**src/rtl/adsr_envelope_multi.sv**
```systemverilog
// Multi-channel ADSR envelope generator sharing one sample-rate tick.
// Each channel runs gated or one-shot (timed sustain); outputs are the top OUT_W amp bits.
module adsr_envelope_multi #(
  parameter int CHANNELS = 4,
  parameter int AMP_W    = 12,
  parameter int OUT_W    = 8,
  parameter int TIME_W   = 16,
  parameter int LEGATO   = 0
) (
  input  logic                      clk,
  input  logic                      reset,
  input  logic                      tick,
  input  logic [CHANNELS-1:0]       gate,
  input  logic [CHANNELS-1:0]       mode,
  input  logic                      bypass,
  input  logic [AMP_W-1:0]          attack_step,
  input  logic [AMP_W-1:0]          decay_step,
  input  logic [AMP_W-1:0]          sustain_level,
  input  logic [AMP_W-1:0]          release_step,
  input  logic [TIME_W-1:0]         sustain_time,
  output logic [CHANNELS*OUT_W-1:0] env,
  output logic [CHANNELS-1:0]       idle
);

  typedef enum logic [2:0] {
    S_IDLE,
    S_ATTACK,
    S_DECAY,
    S_SUSTAIN,
    S_RELEASE
  } state_t;

  localparam logic [AMP_W:0]    AMP_MAX  = {1'b0, {AMP_W{1'b1}}};
  localparam logic [TIME_W-1:0] TIME_ONE = {{(TIME_W-1){1'b0}}, 1'b1};

  // Shared operands widened by one bit so no comparison can wrap.
  logic [AMP_W:0] atk_x;
  logic [AMP_W:0] rel_x;
  logic [AMP_W:0] sus_dec;

  assign atk_x   = {1'b0, attack_step};
  assign rel_x   = {1'b0, release_step};
  assign sus_dec = {1'b0, sustain_level} + {1'b0, decay_step};

  for (genvar i = 0; i < CHANNELS; i++) begin : g_ch
    state_t            state;
    logic [AMP_W-1:0]  amp;
    logic [TIME_W-1:0] timer;
    logic              gate_q;
    logic              pend;
    logic              rise;
    logic              trig;
    logic [AMP_W:0]    amp_x;
    logic [AMP_W:0]    sum;

    assign rise  = gate[i] & ~gate_q;
    assign trig  = pend | rise;
    assign amp_x = {1'b0, amp};
    assign sum   = amp_x + atk_x;

    always_ff @(posedge clk or posedge reset) begin
      if (reset) begin
        state  <= S_IDLE;
        amp    <= '0;
        timer  <= '0;
        gate_q <= 1'b0;
        pend   <= 1'b0;
      end else begin
        gate_q <= gate[i];
        // A tick always consumes the pending trigger; a same-cycle edge is used directly.
        if (tick)
          pend <= 1'b0;
        else if (rise)
          pend <= 1'b1;

        if (tick) begin
          if (trig) begin
            state <= S_ATTACK;
            timer <= '0;
            if (LEGATO == 0)
              amp <= '0;
          end else if (!mode[i] && !gate[i] &&
                       (state == S_ATTACK || state == S_DECAY || state == S_SUSTAIN)) begin
            state <= S_RELEASE;
          end else begin
            unique case (state)
              S_IDLE: amp <= '0;
              S_ATTACK: begin
                if (sum >= AMP_MAX || attack_step == '0) begin
                  amp   <= '1;
                  state <= S_DECAY;
                end else begin
                  amp <= sum[AMP_W-1:0];
                end
              end
              S_DECAY: begin
                if (decay_step == '0 || amp_x <= sus_dec) begin
                  amp   <= sustain_level;
                  timer <= '0;
                  state <= S_SUSTAIN;
                end else begin
                  amp <= amp - decay_step;
                end
              end
              S_SUSTAIN: begin
                if (mode[i]) begin
                  if (timer >= sustain_time)
                    state <= S_RELEASE;
                  else
                    timer <= timer + TIME_ONE;
                end
              end
              S_RELEASE: begin
                if (release_step == '0 || amp_x <= rel_x) begin
                  amp   <= '0;
                  state <= S_IDLE;
                end else begin
                  amp <= amp - release_step;
                end
              end
              default: state <= S_IDLE;
            endcase
          end
        end
      end
    end

    assign env[i*OUT_W +: OUT_W] = bypass ? '1 : amp[AMP_W-1 -: OUT_W];
    assign idle[i]               = (state == S_IDLE) & ~pend;
  end

endmodule

```
**config.mk**
```make
export PLATFORM = sky130hd
export DESIGN_NAME = adsr_envelope_multi
export DESIGN_NICKNAME = d
export VERILOG_FILES = /design/src/rtl/adsr_envelope_multi.sv
export SDC_FILE = /design/constraint.sdc
export NUM_CORES = 1
export LEC_CHECK = 0
export CAP_MARGIN = 20
export CORE_MARGIN = 5
export CORE_UTILIZATION = 62
export CTS_CLUSTER_SIZE = 10
export DETAILED_ROUTE_END_ITERATION = 16
export PLACE_DENSITY = 0.9
export SETUP_SLACK_MARGIN = 0.4
export SLEW_MARGIN = 20
export SYNTH_ARGS = -nofsm -noshare
export SYNTH_HDL_FRONTEND = slang
export SYNTH_SLANG_ARGS = --single-unit
```
**constraint.sdc**
```tcl
create_clock -name clk -period 5.35 [get_ports clk]
set_input_delay 1.07 -clock clk [delete_from_list [all_inputs] [get_ports clk]]
set_output_delay 1.07 -clock clk [all_outputs]
set_load 0.01 [all_outputs]
```
==> qor.csv <==
stage,metric,value,unit
status,status,"finished, final reports clean",
route,Antenna Nets Post-Route,0,
hold_path,Hold Path Class,register to register,
clock_network,Sink Count,132,
clock_network,CTS tree,done,
timing,Setup Viol. Count Final,0,
logic_synthesis,number of synthesized flops with an enable pin,0,
worst_setup_path,CP endpoint kind,register,
floorplanning,area of the die,0.0316,mm^2
logic_synthesis,"Seq/Total Area, Yosys",0.189,
logic_synthesis,prevailing post-synth register cell,dfrtp_1,
worst_setup_path,cells on worst reg2reg path,14,
logic_synthesis,synthesized instance count,2165,
clock_network,H-tree Lvls,4,
cells_and_area,share of layout cells above drive strength 1,0.100,
logic_synthesis,synth warn,0,
floorplanning,num ports,112,
route,drt pass-1 iters,6,
floorplanning,Std-Cell Rows,61,
route,WL final,64000,um
worst_setup_path,reg2reg end,g_ch[2].state[0],
worst_setup_path,Crit Path Class,input pin to register,
power_and_ir_drop,peak supply drop,0.237,mV
power_and_ir_drop,PwrDens,373,mW/mm^2
worst_setup_path,Reg-to-Reg Start,g_ch[2].amp[0],
power_and_ir_drop,Tot Pwr,7.60,mW
power_and_ir_drop,Pleak,9.71,nW
worst_setup_path,Crit Path Max Fanout,7,
timing,min Tclk post-route,4.86,ns
timing,Slew @ Worst Pin,1.03,ns
placed_design,PortBufs,111,
route,wire per inst,23.4,um
global_routing,Tot GR Track Use,0.393,
placed_design,routability cong.,1.06,
worst_setup_path,R2R setup slack,1.64,ns
worst_setup_path,required time of the critical path,5.65,ns
global_routing,initial antenna violation count,3,
floorplanning,Core ar.,0.0278,mm^2
logic_synthesis,Simple-Gate Fraction of Synth Area,0.202,
cells_and_area,Layout Utilization,0.733,
timing,Relative slew margins,0.307,
logic_synthesis,cell taking the most area after synthesis,dfrtp_1,
worst_setup_path,Arrival @ worst endpoint,5.16,ns
hold_path,worst hold stages,1,
logic_synthesis,compound-cell area share of the yosys netlist,0.280,
global_routing,pin count of the biggest net entering global routing,108,
floorplanning,Die Span X,178,um
clock_network,Root Driver,clkbuf_16,
route,Vias/cell,6.90,
logic_synthesis,adder-cell area share of the yosys netlist,0.204,
clock_network,clk buf depth,2,
timing,crit share post-route,0.909,
clock_network,Num CTS Buffers,17,
logic_synthesis,"Cell Area, Synth",0.0174,mm^2
worst_setup_path,Critical Path Start Type,input pin,
cells_and_area,nets,2692,
logic_synthesis,main combinational cell family by area after synthesis,compound AO/OA/AOI/OAI gates,
placed_design,hpwl dp,47900,um
logic_synthesis,share of the synthesized area in the top cell type,0.189,
floorplanning,starting density of the core,0.628,
clock_network,Hold Buf Count CTS,0,
floorplanning,Die Height,178,um
route,Detailed Route Iter0 Violations,2236,
timing,maximum clock frequency,0.206,GHz
timing,Slew Limit Fails,0,
hold_path,Hold Path Sink,g_ch[0].timer[15],
logic_synthesis,mux cell area share after synthesis,0.0179,
global_routing,vias in the first global route,18200,
timing,worst hold slack,0.496,ns
route,DR vias,18800,
logic_synthesis,xor/xnor cell area share of the yosys netlist,0.0673,
timing,clock skew,0.0186,ns
global_routing,first-pass GRT wire length,97100,um
route,# DRC,0,
clock_network,Clock Latency Late Sink,0.43,ns
logic_synthesis,#FFs+latches synth,132,
logic_synthesis,Post-synth ARST share,1.00,
global_routing,GR Overflow Total,0,
logic_synthesis,"Net Count, Synth",2518,
logic_synthesis,Synth Area per Inst,8.06,um^2
cells_and_area,Area Overhead vs Synth,16.8,%
logic_synthesis,Yosys cell types,90,
timing,Hold Fails Final Rpt,0,
flow_run,total of max-cap violations,0,
timing,RSZ-0062 raised after global routing,false,
logic_synthesis,Synth area leaders,"dfrtp_1 (19%), ha_1 (19%), a21oi_1 (5.2%)",
clock_network,Worst-path clk slew,0.07,ns
hold_path,HP Start,g_ch[0].timer[15],
## sequential cells by signal, summed over array words and instances (netlist names)
| register | count |
|---|---|
| g_ch.pend | 4 |
| g_ch.timer | 64 |
| g_ch.gate_q | 4 |
| g_ch.amp | 48 |
| g_ch.state | 12 |
## placed cells by master, fill, tap and decap left out, types with 11 or more instances in the layout
cell type,n
or3_1,18
mux2i_1,30
ha_1,260
o31ai_1,21
nor2b_1,33
o21ai_1,21
a21oi_1,179
dfrtp_1,132
a211oi_1,26
and2_1,17
clkdlybuf4s50_1,98
a31oi_1,17
a22o_1,28
nor3_1,49
a21o_1,50
fa_1,12
xor2_1,50
o221ai_1,22
dlymetal6s2s_1,12
nand2_1,130
nand2b_1,36
nand3_1,61
o21ai_0,159
buf_4,92
o21bai_1,22
or2_2,37
o211ai_1,23
xnor2_1,83
nor2_1,168
nor2_2,11
nor4_1,29
o21a_1,27
inv_1,112
nand4_1,35
and3_1,38
clkbuf_16,17
## routing by layer
layer  track usage  vias up  part of all wire
met5             0        -           0.00020
met4         0.260        2             0.081
met3         0.107      345              0.12
met2         0.610     1187              0.43
met1         0.478     8816              0.37
li1              -     8489                 -
## Yosys cell counts (35+ instances only)
master,number
nor2_1,169
ha_1,264
nor3_1,52
clkbuf_1,39
a21o_1,50
inv_1,114
nand2_1,132
nand3_1,61
dfrtp_1,132
and3_1,38
a21oi_1,181
nand2b_1,37
o21ai_0,162
or2_2,37
xnor2_1,84
nand4_1,35
xor2_1,50
## area by class of cell
| type | count | area, um^2 |
|---|---|---|
| multi-input combinational | 1865 | 13600 |
| fill | 2108 | 7410 |
| sequential | 132 | 3300 |
| clock inverter | 14 | 188 |
| inverter | 115 | 443 |
| clock buffer | 18 | 429 |
| timing repair buffer | 208 | 1890 |
| tap | 378 | 473 |
| antenna | 1 | 2.50 |
## worst max-delay path: stages
cell and delay (ns):
clkdlybuf4s50_1 0.45, ha_1 0.35, o21a_1 0.13, nor2_2 0.14
a21oi_2 0.06, a21o_1 0.18, a21oi_1 0.16, o21bai_1 0.08
a21oi_1 0.18, xnor2_1 0.13, buf_4 0.17, ha_1 0.29
nand4_1 0.11, nor3_2 0.20, nand2_1 0.07, mux2_2 0.30
o211ai_4 0.19, buf_4 0.20, mux2i_1 0.19, nor2_1 0.08
a211oi_1 0.30, o21ai_0 0.13
## cell families (layout without fill, tap and decap cells)
kind of cell,count (synthesis),after routing
DFF,132,132
and+or+nand+nor,698,698
xor gates and xnor gates,134,134
AOI/OAI and AO/OA,725,725
buffers and inverters,168,355
adders and majority gates,277,277
other,0,1
muxes,31,31
## worst max-delay path by stage
stage	start	to	cells after the start	slack (ns)
2_1_floorplan	decay_step[1]	g_ch[0].timer[15]	19	0.43
3_3_place_gp	decay_step[0]	g_ch[1].timer[8]	22	-0.13
3_5_place_dp	sustain_level[0]	g_ch[2].timer[11]	23	-0.42
4_1_cts	sustain_level[0]	g_ch[2].timer[11]	22	0.38
5_1_grt	sustain_level[6]	g_ch[1].timer[14]	22	0.37
6_report	sustain_level[6]	g_ch[1].amp[1]	22	0.49
## stage by stage
step	area, um^2	TNS (ns)	cells	setup WS (ns)
5_1_grt	20400	0	2730	0.367
2_1_floorplan	17500	0	2165	0.431
3_5_place_dp	19500	-14.46	2690	-0.420
6_report	20400	0	2731	0.486
3_3_place_gp	19500	-2.16	2690	-0.128
4_1_cts	20200	0	2724	0.384
## power breakdown
group / internal [mW] / switching [mW]
Clock: 0.749 / 0.529
Sequential: 1.14 / 0.444
Combinational: 2.07 / 2.66
## repair_timing
action	4_1_cts	5_1_grt
gates resized for setup	17	32
endpoints found under the setup margin	72	85
setup buffers	2	6
pin swaps	12	22
Power figures use the tool's default switching activity.
